File: config.mk
export PLATFORM = sky130hd
export DESIGN_NAME = alu_issue_queue
export DESIGN_NICKNAME = d
export VERILOG_FILES = /design/src/rtl/alu_pkg.sv /design/src/rtl/alu_cmd_fifo.sv /design/src/rtl/alu_issue_queue.sv
export SDC_FILE = /design/constraint.sdc
export NUM_CORES = 1
export LEC_CHECK = 0
export ABC_CLOCK_PERIOD_IN_PS = 3050
export CORE_MARGIN = 2
export CORE_UTILIZATION = 45
export DETAILED_ROUTE_END_ITERATION = 6
export GPL_ROUTABILITY_DRIVEN = 0
export PLACE_DENSITY = 0.79
export SLEW_MARGIN = 20
export SYNTH_ARGS = -nofsm -noshare
export SYNTH_HDL_FRONTEND = slang
export SYNTH_HIERARCHICAL = 1
export SYNTH_SLANG_ARGS = --single-unit
File: constraint.sdc
create_clock -name clk -period 3.05 [get_ports clk]
set_input_delay 0.4575 -clock clk [delete_from_list [all_inputs] [get_ports clk]]
set_output_delay 0.4575 -clock clk [all_outputs]
set_load 0.1 [all_outputs]
File: src/rtl/alu_pkg.sv
// Shared types and widths for the ALU issue queue.
package alu_pkg;

  localparam int unsigned OPND_W = 8;
  localparam int unsigned RES_W  = 16;
  localparam int unsigned SEL_W  = 3;

  typedef enum logic [SEL_W-1:0] {
    OP_NOTA = 3'b000,
    OP_OR   = 3'b001,
    OP_AND  = 3'b010,
    OP_XOR  = 3'b011,
    OP_ADD  = 3'b100,
    OP_SUB  = 3'b101,
    OP_MUL  = 3'b110,
    OP_NOTB = 3'b111
  } alu_op_e;

  typedef struct packed {
    alu_op_e             sel;
    logic [OPND_W-1:0]   b;
    logic [OPND_W-1:0]   a;
  } alu_cmd_t;

  localparam int unsigned CMD_W = $bits(alu_cmd_t);

  typedef enum logic [1:0] {
    ST_IDLE  = 2'd0,
    ST_RUN   = 2'd1,
    ST_STALL = 2'd2
  } state_e;

endpackage

File: src/rtl/alu_cmd_fifo.sv
// Command FIFO: DEPTH entries (power of two), combinational head read.
module alu_cmd_fifo #(
  parameter int unsigned DEPTH = 4,
  parameter int unsigned WIDTH = 8
) (
  input  logic                     clk,
  input  logic                     rst,
  input  logic                     i_push,
  input  logic                     i_pop,
  input  logic [WIDTH-1:0]         i_data,
  output logic [WIDTH-1:0]         o_data,
  output logic                     o_full,
  output logic                     o_empty,
  output logic [$clog2(DEPTH):0]   o_count
);

  localparam int unsigned PTR_W = $clog2(DEPTH);
  localparam int unsigned CNT_W = PTR_W + 1;

  logic [WIDTH-1:0] r_mem [DEPTH];
  logic [PTR_W-1:0] r_wr_ptr;
  logic [PTR_W-1:0] r_rd_ptr;
  logic [CNT_W-1:0] r_count;

  // Pointers wrap naturally because DEPTH is a power of two.
  always_ff @(posedge clk) begin
    if (rst) begin
      r_wr_ptr <= '0;
      r_rd_ptr <= '0;
      r_count  <= '0;
    end else begin
      if (i_push) r_wr_ptr <= r_wr_ptr + PTR_W'(1);
      if (i_pop)  r_rd_ptr <= r_rd_ptr + PTR_W'(1);
      case ({i_push, i_pop})
        2'b10:   r_count <= r_count + CNT_W'(1);
        2'b01:   r_count <= r_count - CNT_W'(1);
        default: r_count <= r_count;
      endcase
    end
  end

  // Storage array, not reset: occupancy alone defines validity.
  always_ff @(posedge clk) begin
    if (i_push) r_mem[r_wr_ptr] <= i_data;
  end

  assign o_data  = r_mem[r_rd_ptr];
  assign o_full  = (r_count == CNT_W'(DEPTH));
  assign o_empty = (r_count == '0);
  assign o_count = r_count;

endmodule

File: src/rtl/alu_issue_queue.sv
// ALU issue queue: buffers tagged commands, drives an external combinational
// ALU from the FIFO head and registers its result behind a valid/ready stage.
// Optional build macro ALU_ISSUE_STATS_EN adds op_count (saturating count of
// completed result handshakes).
module alu_issue_queue
  import alu_pkg::*;
#(
  parameter int unsigned DEPTH = 4,
  parameter int unsigned TAG_W = 4
) (
  input  logic               clk,
  input  logic               rst,
  input  logic               in_valid,
  output logic               in_ready,
  input  logic [7:0]         in_A,
  input  logic [7:0]         in_B,
  input  logic [2:0]         in_Sel,
  output logic [7:0]         A,
  output logic [7:0]         B,
  output logic [2:0]         Sel,
  input  logic [15:0]        Y,
  input  logic               Cout,
  output logic               res_valid,
  input  logic               res_ready,
  output logic [15:0]        res_Y,
  output logic               res_Cout,
  output logic [2:0]         res_Sel,
  output logic [TAG_W-1:0]   res_tag
`ifdef ALU_ISSUE_STATS_EN
  ,
  output logic [15:0]        op_count
`endif
);

  localparam int unsigned ENTRY_W = TAG_W + CMD_W;
  localparam int unsigned CNT_W   = $clog2(DEPTH) + 1;

  logic               w_push;
  logic               w_pop;
  logic               w_full;
  logic               w_empty;
  logic [CNT_W-1:0]   w_count;
  logic [CNT_W-1:0]   w_count_nxt;
  logic               w_empty_nxt;
  logic               w_res_valid_nxt;
  logic               w_hold;
  alu_cmd_t           w_in_cmd;
  alu_cmd_t           w_head_cmd;
  logic [ENTRY_W-1:0] w_in_entry;
  logic [ENTRY_W-1:0] w_head;
  logic [TAG_W-1:0]   w_head_tag;

  logic [TAG_W-1:0]   r_tag;
  logic               r_res_valid;
  logic [RES_W-1:0]   r_res_Y;
  logic               r_res_Cout;
  logic [SEL_W-1:0]   r_res_Sel;
  logic [TAG_W-1:0]   r_res_tag;
  state_e             r_state;
  state_e             w_state_nxt;

  assign w_in_cmd   = '{sel: alu_op_e'(in_Sel), b: in_B, a: in_A};
  assign w_in_entry = {r_tag, w_in_cmd};
  assign w_head_cmd = alu_cmd_t'(w_head[CMD_W-1:0]);
  assign w_head_tag = w_head[ENTRY_W-1:CMD_W];

  alu_cmd_fifo #(
    .DEPTH (DEPTH),
    .WIDTH (ENTRY_W)
  ) u_fifo (
    .clk     (clk),
    .rst     (rst),
    .i_push  (w_push),
    .i_pop   (w_pop),
    .i_data  (w_in_entry),
    .o_data  (w_head),
    .o_full  (w_full),
    .o_empty (w_empty),
    .o_count (w_count)
  );

  // Head operands go to the ALU; zero when nothing is queued.
  assign A        = w_empty ? '0 : w_head_cmd.a;
  assign B        = w_empty ? '0 : w_head_cmd.b;
  assign Sel      = w_empty ? '0 : SEL_W'(w_head_cmd.sel);
  assign in_ready = !w_full;

  // Handshake decode: accept when not full, pop when the result stage frees up.
  always_comb begin
    w_push = 1'b0;
    w_pop  = 1'b0;
    w_push = in_valid && !w_full;
    w_pop  = !w_empty && (!r_res_valid || res_ready);
  end

  // Tag counter advances once per accepted command and wraps.
  always_ff @(posedge clk) begin
    if (rst)         r_tag <= '0;
    else if (w_push) r_tag <= r_tag + TAG_W'(1);
  end

  // Result stage: capture on pop, clear on drain, otherwise hold.
  always_ff @(posedge clk) begin
    if (rst) begin
      r_res_valid <= 1'b0;
      r_res_Y     <= '0;
      r_res_Cout  <= 1'b0;
      r_res_Sel   <= '0;
      r_res_tag   <= '0;
    end else if (w_pop) begin
      r_res_valid <= 1'b1;
      r_res_Y     <= Y;
      r_res_Cout  <= Cout;
      r_res_Sel   <= SEL_W'(w_head_cmd.sel);
      r_res_tag   <= w_head_tag;
    end else if (r_res_valid && res_ready) begin
      r_res_valid <= 1'b0;
    end
  end

  assign res_valid = r_res_valid;
  assign res_Y     = r_res_Y;
  assign res_Cout  = r_res_Cout;
  assign res_Sel   = r_res_Sel;
  assign res_tag   = r_res_tag;

  // Post-edge occupancy/handshake view used to steer the tracking FSM.
  assign w_count_nxt     = w_count + CNT_W'(w_push) - CNT_W'(w_pop);
  assign w_empty_nxt     = (w_count_nxt == '0);
  assign w_res_valid_nxt = w_pop || (r_res_valid && !res_ready);
  assign w_hold          = r_res_valid && !res_ready;

  // Tracking FSM state register.
  always_ff @(posedge clk) begin
    if (rst) r_state <= ST_IDLE;
    else     r_state <= w_state_nxt;
  end

  // Tracking FSM next state.
  always_comb begin
    w_state_nxt = r_state;
    case (r_state)
      ST_IDLE: begin
        if (w_push) w_state_nxt = ST_RUN;
      end
      ST_RUN: begin
        if (w_hold)                                w_state_nxt = ST_STALL;
        else if (!w_res_valid_nxt && w_empty_nxt)  w_state_nxt = ST_IDLE;
      end
      ST_STALL: begin
        if (res_ready) begin
          if (!w_res_valid_nxt && w_empty_nxt) w_state_nxt = ST_IDLE;
          else                                 w_state_nxt = ST_RUN;
        end
      end
      default: w_state_nxt = ST_IDLE;
    endcase
  end

`ifdef ALU_ISSUE_STATS_EN
  logic [15:0] r_op_count;

  // Saturating count of completed result handshakes.
  always_ff @(posedge clk) begin
    if (rst)
      r_op_count <= '0;
    else if (r_res_valid && res_ready && (r_op_count != 16'hFFFF))
      r_op_count <= r_op_count + 16'd1;
  end

  assign op_count = r_op_count;
`endif

endmodule

==> summary.log <==
[outcome] run status completed
[global_route] global-route met1 utilization 0.210
[setup_path] maximum fanout count along the critical path 12
[global_route] antenna violations before repair 0
[final_layout] fraction of layout instances using a drive strength above 1 0.264
[clock_network] clock slew seen by the registers of the worst setup and hold paths 60 ps
[sta] post-route clock skew 10.6 ps
[yosys] number of enable flip-flop cells after synthesis 92
[run] Maximum Capacitance Violations 0
[final_layout] number of nets at the end of the flow 459
[routing] Remaining DRCs 0
[floorplanning] Die X 110 um
[final_layout] diode insertion count for antenna repair 0
[sta] worst hold margin 478 ps
[place] number of input and output port buffers inserted 84
[clock_network] clk_lat worst skew 410 ps
[clock_network] setup bufs post-CTS 0
[global_route] vias in the first global route 2989
[global_route] total routing usage reported by global routing 0.174
[sta] max-slew violation total from the final report 0
[global_route] Congestion Overflow GR 0
[setup_path] delay of the slowest cell on the worst path 590 ps
[setup_path] CP cell instances buf_4 > mux4_2 > nor2b_1 > buf_12
[clock_network] number of CTS-inserted buffers 17
[sta] shortest period the worst path allows 2660 ps
[yosys] warning count from the yosys run 6
[yosys] synthesized instance count 321
[routing] Routed Antenna Nets 0
[sta] final period utilization 0.871
[min_path] source of the worst hold timing path res_Y[8]
[sta] achievable frequency 0.376 GHz
[place] cell count after placement 533
[yosys] Mapped Area 5090 um^2
[setup_path] critical path type reg -> out
[floorplanning] Row Count 38
[clock_network] Max clock buf depth 2
[floorplanning] ports placed on the boundary 85
[global_route] pin count of the biggest net entering global routing 46
[yosys] share of flip-flops with an asynchronous set or reset after synthesis 0
[sta] relative slew slack 0.369
[routing] total iterations of the first detailed-routing run 5
[setup_path] endpoint type of the worst setup path output port
[min_path] hold crit path type reg -> reg
[sta] setup violators final 0
[setup_path] CP startpoint kind flip-flop
[clock_network] number of hold-repair buffers added at the cts stage 0
[clock_network] number of resized instances in the post-cts repair step 0
[yosys] library cells used by synthesis 35
[global_route] first-pass GRT wire length 15400 um
[routing] Final Routed Wirelength 9880 um
[setup_path] source of the worst register-to-register timing path u_fifo/o_count[0]
[yosys] syn_area_per_cell 15.8 um^2
[clock_network] clk sinks 130
[yosys] sequential area share after synthesis 0.693
[sta] slew at the pin closest to its max-slew limit 946 ps
[floorplanning] DIE AREA 12200 um^2
[final_layout] commonest cells after routing, fill and taps aside edfxtp_1 (92), clkdlybuf4s50_1 (39), buf_4 (37), dfxtp_1 (37), a21oi_1 (27)
[routing] DR vias 2964
[yosys] synthesis-stage register bit count 130
[floorplanning] Die H 110 um
[global_route] met3 Track Usage GR 0.0564
[floorplanning] core area 10900 um^2
[setup_path] Crit-path slowest cell dfxtp_2
[setup_path] Crit path arrival time 2200 ps
[final_layout] non-filler cells, final 564
[sta] setup repair after global routing missed its margin no
[sta] setup tns final 0 ps
[yosys] main flop type after synthesis edfxtp_1
[clock_network] Clock Root Buffer clkbuf_16
[place] DP HPWL 6020 um
[sta] final-report hold violation count 0
[routing] Initial DRC Count 265
[setup_path] WP data required 2590 ps
[routing] average wire length per cell after detail routing 17.5 um
[clock_network] CTS H-tree lvls 4
[routing] via density per instance 5.26
[global_route] busiest layer in global routing met2
[final_layout] post-synthesis to final-layout area growth 31.1%
[final_layout] leading cell type in the layout, fill and taps excluded edfxtp_1
[global_route] met2 Use GR 0.293
[yosys] number of nets in the synthesized netlist 368
[clock_network] TritonCTS clock tree built
[floorplanning] initial cell density of the core 0.465
routing by layer:
layer / share of wire / vias up
li1: - / 1387
met1: 0.41 / 1475
met2: 0.52 / 90
met3: 0.054 / 12
met4: 0.017 / 0
met5: 0 / -
cells by family (layout without fill, tap and decap cells):
group,Yosys count,after routing,synth area share
flip-flops,130,130,0.693
AND/OR/NAND/NOR,70,70,0.0768
AO/OA/AOI/OAI,52,52,0.0512
buffers and inverters,29,132,0.0376
multiplexers,26,26,0.111
adder cells (fa/ha/maj),7,7,0.0187
XOR/XNOR,7,7,0.0121
registers in the layout (all words and copies together) (netlist names), named ones only:
name / count
res_Sel: 3
u_fifo/o_count: 3
u_fifo/r_wr_ptr: 2
r_tag: 4
u_fifo/r_rd_ptr: 2
res_valid: 1
res_Cout: 1
res_tag: 4
u_fifo/r_mem: 92
res_Y: 16
final timing paths:
check	to	slack, ps	depth (start not counted)
max	A[1]	390	4
min	res_Y[8]	480	2
max reg2reg	u_fifo/o_count[2]	790	10
min reg2reg	res_Y[8]	480	2
cell usage after synthesis (4+ instances only):
master	n	share of area
inv_1	7	0.0052
ha_1	6	0.015
o21ai_0	25	0.025
nand3_1	24	0.024
edfxtp_1	92	0.54
buf_2	6	0.0059
and2_1	4	0.0049
xor2_1	4	0.0069
nor2_1	13	0.0096
dfxtp_1	38	0.15
mux4_2	20	0.089
nor2b_1	20	0.025
buf_4	4	0.0059
a21oi_1	27	0.027
worst max-delay path: cells and delay by family, from the launching register on:
| family | cells | cell delay, ps |
|---|---|---|
| buffers and inverters | 2 | 510 |
| AND/OR/NAND/NOR | 1 | 180 |
| flip-flops | 1 | 590 |
| multiplexers | 1 | 510 |
through the flow:
stage | instance area [um^2] | setup slack, ps | utilization
after global routing | 6670 | 272 | 0.610
after detailed placement | 6110 | 283 | 0.559
after CTS | 6670 | 336 | 0.610
after global placement | 6110 | 384 | 0.559
final | 6670 | 393 | 0.610
after floorplan | 5090 | 346 | -
area by class of cell:
| cell class | count | area [um^2] |
|---|---|---|
| fill | 799 | 4270 |
| sequential | 130 | 3520 |
| tap | 140 | 175 |
| timing repair buffer | 93 | 1010 |
| inverter | 8 | 30.0 |
| clock buffer | 17 | 425 |
| clock inverter | 14 | 130 |
| multi-input combinational | 162 | 1380 |
Power is left out: the tool's default activity adds up to more than one toggle a clock period on the data nets, which glitch-free logic cannot reach.
==> patch 1 (config.mk and constraints unchanged) <==
`DEPTH` is set to 4 in 2 places; all go to 8.
--- a/src/rtl/alu_cmd_fifo.sv
+++ b/src/rtl/alu_cmd_fifo.sv
@@ -2,3 +2,3 @@
 module alu_cmd_fifo #(
-  parameter int unsigned DEPTH = 4,
+  parameter int unsigned DEPTH = 8,
   parameter int unsigned WIDTH = 8
--- a/src/rtl/alu_issue_queue.sv
+++ b/src/rtl/alu_issue_queue.sv
@@ -7,3 +7,3 @@
 #(
-  parameter int unsigned DEPTH = 4,
+  parameter int unsigned DEPTH = 8,
   parameter int unsigned TAG_W = 4
Formal check against the unedited RTL: not equivalent (Yosys sat finds a counterexample within 10 cycles, from zero or initial values and one cycle with rst high).
==> patch 1 against the original RTL <==
  * Synthesized area rose by 77%
  * Critical endpoint is now B[2]
  * Design area grew 67%
  * Wire length rose by 79%
  * Worst hold slack gained 0.0026 ns
  * Critical path type unchanged
  * Worst setup slack worse by 0.25 ns
  * Sequential cell count up 96
  * Non-clock buffer count rose by 19
  * Via count rose by 61%
Power is not shown: default switching activity piles up to over one toggle a cycle in this logic, so the estimate is an artifact.
==> patch 1: results (changes against the original RTL) <==
insertion delay to the later sink of the worst-skew pair=0.51 ns (was 0.41 ns); reg2reg start=u_fifo/o_count[1] (was u_fifo/o_count[0]); routed vias/inst=5.43 (was 5.26); Placed Instances=837 (was 533); EDFF count, synth=184 (was 92); CTS Buffer Depth=3 (was 2); global-route wire length before repair=27800 um (was 15400 um); Num CTS Buffers=23 (was 17); Commonest cells post-synth=edfxtp_1, dfxtp_1, mux4_1 (was edfxtp_1, dfxtp_1, a21oi_1); GR Layer Usage met3=2.64% (was 5.64%); GRT Util Overall=16.8% (was 17.4%); Detail Route met2 WL=9400 um (was 5130 um); synth top area cells=edfxtp_1, mux4_1, dfxtp_1 (was edfxtp_1, dfxtp_1, mux4_2); routing usage on met1=21.1% (was 21.0%); worst-margin pin slew=0.916 ns (was 0.946 ns); Crit path largest cell delay=0.61 ns (was 0.59 ns); Final nets=643 (was 459); layout cells sized above 1=25.4% (was 26.4%); Area after DPL=10400 um^2 (was 6110 um^2); # H-tree levels=1 (was 4); Syn Inst Count=490 (was 321); status=finished, final reports clean (unchanged); met3 wire length=769 um (was 531 um); Yosys cell types=36 (was 35); largest net degree at the start of global routing=47 (was 46); Worst setup endpoint=B[2] (was A[1]); largest delay contributor family on the critical path=multiplexers (was flip-flops); CP Data Arrival Time=2.45 ns (was 2.20 ns); Post-DP HPWL=10800 um (was 6020 um)
==> patch 1: repair_timing <==
item,in CTS,in global routing
gates resized for setup,1,0
setup endpoints to repair,3,0
setup buffers,0,0
==> patch 1: cell type report <==
class / instances / area (um^2)
Clock inverter: 12 / 88.8
Tap cell: 265 / 332
Sequential cell: 226 / 6370
Fill cell: 1477 / 8420
Inverter: 3 / 11.3
Timing Repair Buffer: 112 / 1230
Clock buffer: 30 / 632
Multi-Input combinational cell: 231 / 2450
==> patch 1: logic make-up after synthesis <==
| group | count (synthesis) | share of synthesized area, % |
|---|---|---|
| XOR/XNOR | 9 | 0.878 |
| buffers and inverters | 33 | 2.30 |
| adder cells (fa/ha/maj) | 6 | 0.836 |
| flip-flops | 226 | 70.9 |
| multiplexers | 76 | 16.8 |
| AND/OR/NAND/NOR | 86 | 5.16 |
| AO/OA/AOI/OAI | 54 | 3.09 |
==> patch 1: how the worst min path moves through the flow <==
| stage | to | slack (ns) | from | depth (start not counted) |
|---|---|---|---|---|
| 2_1_floorplan | flop | 0.48 | u_fifo/r_rd_ptr[2] | 2 |
| 3_3_place_gp | res_Y[15] | 0.46 | res_Y[15] | 2 |
| 3_5_place_dp | res_Sel[2] | 0.47 | res_Sel[2] | 2 |
| 4_1_cts | res_Sel[2] | 0.48 | res_Sel[2] | 2 |
| 5_1_grt | res_Y[11] | 0.51 | res_Y[11] | 2 |
| 6_report | res_Sel[2] | 0.48 | res_Sel[2] | 2 |
==> patch 1: stage by stage <==
step / utilization [%] / setup WS, ns / hold slack, ns
6_report: 56.9 / 0.138 / 0.480
5_1_grt: 56.9 / 0.0437 / 0.515
4_1_cts: 56.9 / 0.0991 / 0.482
3_5_place_dp: 53.2 / 0.245 / 0.470
3_3_place_gp: 53.2 / 0.403 / 0.463
2_1_floorplan: - / 0.139 / 0.485
==> patch 2 (config.mk and constraints unchanged) <==
Without the edit above. Build with the macro `ALU_ISSUE_STATS_EN` defined.
--- a/src/rtl/alu_issue_queue.sv
+++ b/src/rtl/alu_issue_queue.sv
@@ -4,2 +4,4 @@
 // completed result handshakes).
+`define ALU_ISSUE_STATS_EN
+
 module alu_issue_queue
Function (old outputs only; new: op_count): kept (equiv_simple and equiv_induct, registers matched by name and starting in step).
==> patch 2 against the original RTL <==
  * Design area grew 15%
  * Utilization shrank 0.37 points
  * Worst setup slack gained 0.0026 ns
  * Synthesized area grew 14%
  * Sequential cell count grew 16
  * Final cell count grew 26%
  * Wire length grew 23%
  * Critical path type unchanged
  * Critical endpoint is now B[2]
==> patch 2: results (changes against the original RTL) <==
status=finished, final reports clean (unchanged); # diodes=0 (unchanged); insertion delay to the later sink of the worst-skew pair=0.42 ns; postcts setup bufs=0 (unchanged); CP Data Arrival Time=2.20 ns (about the same); GRT Util Overall=18.4% (was 17.4%); Port-buffer cells=100 (was 84); Synth warnings=6 (unchanged); largest net degree at the start of global routing=32 (was 46); Setup Skew=0.00832 ns (was 0.0106 ns); Max VDD drop=0.531 mV; post-cts sizing count=0 (unchanged); largest register by flop count=u_fifo/r_mem (unchanged); ys flop type=edfxtp_1 (unchanged); Routed WL=12200 um (was 9880 um); vias in the first global route=3798 (was 2989); Tightest Hold Check Type=flop to flop (unchanged); Commonest cells post-synth=edfxtp_1, nand2_1, dfxtp_1 (was edfxtp_1, dfxtp_1, a21oi_1); worst-margin pin slew=0.590 ns (was 0.946 ns); Area after DPL=7060 um^2 (was 6110 um^2); Synth Area per Inst=14.0 um^2 (was 15.8 um^2); Non-Filler Instances=711 (was 564); Final nets=574 (was 459); Yosys cell types=49 (was 35); initial antenna violation count=0 (unchanged); routed vias/inst=5.29 (was 5.26); root buffer cell=clkbuf_16 (unchanged); DRT Pass-1 Iters=5 (unchanged); Mapped Nets=461 (was 368); Num CTS Buffers=17 (unchanged); Worst Path Max Fanout=11 (was 12); # H-tree levels=4 (unchanged); EDFF count, synth=92 (unchanged); starting DRC count in detailed routing=293 (was 265); synth top area cells=edfxtp_1, dfxtp_1, mux4_2 (unchanged); Lkg Pwr=2.74 nW; Post-DP HPWL=7770 um (was 6020 um); pre-CTS setup slack=0.442 ns (was 0.283 ns); layout cells sized above 1=25.0% (was 26.4%); global-route wire length before repair=19800 um (was 15400 um); number of flip-flops under the largest register name=92 (unchanged); CTS Buffer Depth=2 (unchanged); Placed Instances=679 (was 533); async set-or-reset flop fraction in the synthesized netlist=0% (unchanged); sequential fraction of the synthesis area=66.3% (was 69.3%); CTS clk-pin slew, worst paths=0.06 ns (about the same)
## patch 2: worst paths after layout
check | end | start | depth (start not counted) | slack (ns)
worst min-delay path | res_Y[3] | res_Y[3] | 2 | 0.46
worst min register to register | res_Y[3] | res_Y[3] | 2 | 0.46
worst max register to register | u_fifo/o_count[2] | u_fifo/o_count[0] | 10 | 0.85
worst max-delay path | B[2] | flop | 4 | 0.40
## patch 2: cell families (layout without fill, tap and decap cells)
logic type / count (synthesis) / in the layout / synth area share [%]
DFF: 146 / 146 / 66.3
and+or+nand+nor: 140 / 140 / 12.4
AOI/OAI and AO/OA: 53 / 53 / 5.42
buffers and inverters: 30 / 156 / 2.70
muxes: 28 / 28 / 10.0
adders and majority gates: 8 / 8 / 1.86
xor gates and xnor gates: 8 / 8 / 1.21
## patch 2: power by group
group / internal, W / switching (W) / total (W)
Combinational: 0.00125 / 0.00298 / 0.00423
Clock: 0.00126 / 0.000796 / 0.00206
Sequential: 0.00243 / 0.000169 / 0.00260
Total: 0.00494 / 0.00394 / 0.00889
## patch 2: area by class of cell
cell class,count,area [um^2]
repair buffers,115,1170
fillers,943,4970
inverters,9,33.8
clock buffers,21,462
multi-input cells,237,1800
clock inverters,11,129
flip-flops and latches,146,3840
well taps,172,215
## patch 2: layer usage
metal | wire length (um) | global-route usage [%] | vias up
met5 | 0 | 0 | -
li1 | - | - | 1764
met1 | 5000 | 22.3 | 1864
met2 | 6370 | 31.7 | 113
met3 | 564 | 4.36 | 17
met4 | 235 | 7.45 | 0
## patch 2: worst max-delay path, cell delays in order (launching register included)
cell and delay (ns):
dfxtp_2 0.55, buf_4 0.31, mux4_2 0.53, nor2b_1 0.20, buf_12 0.19
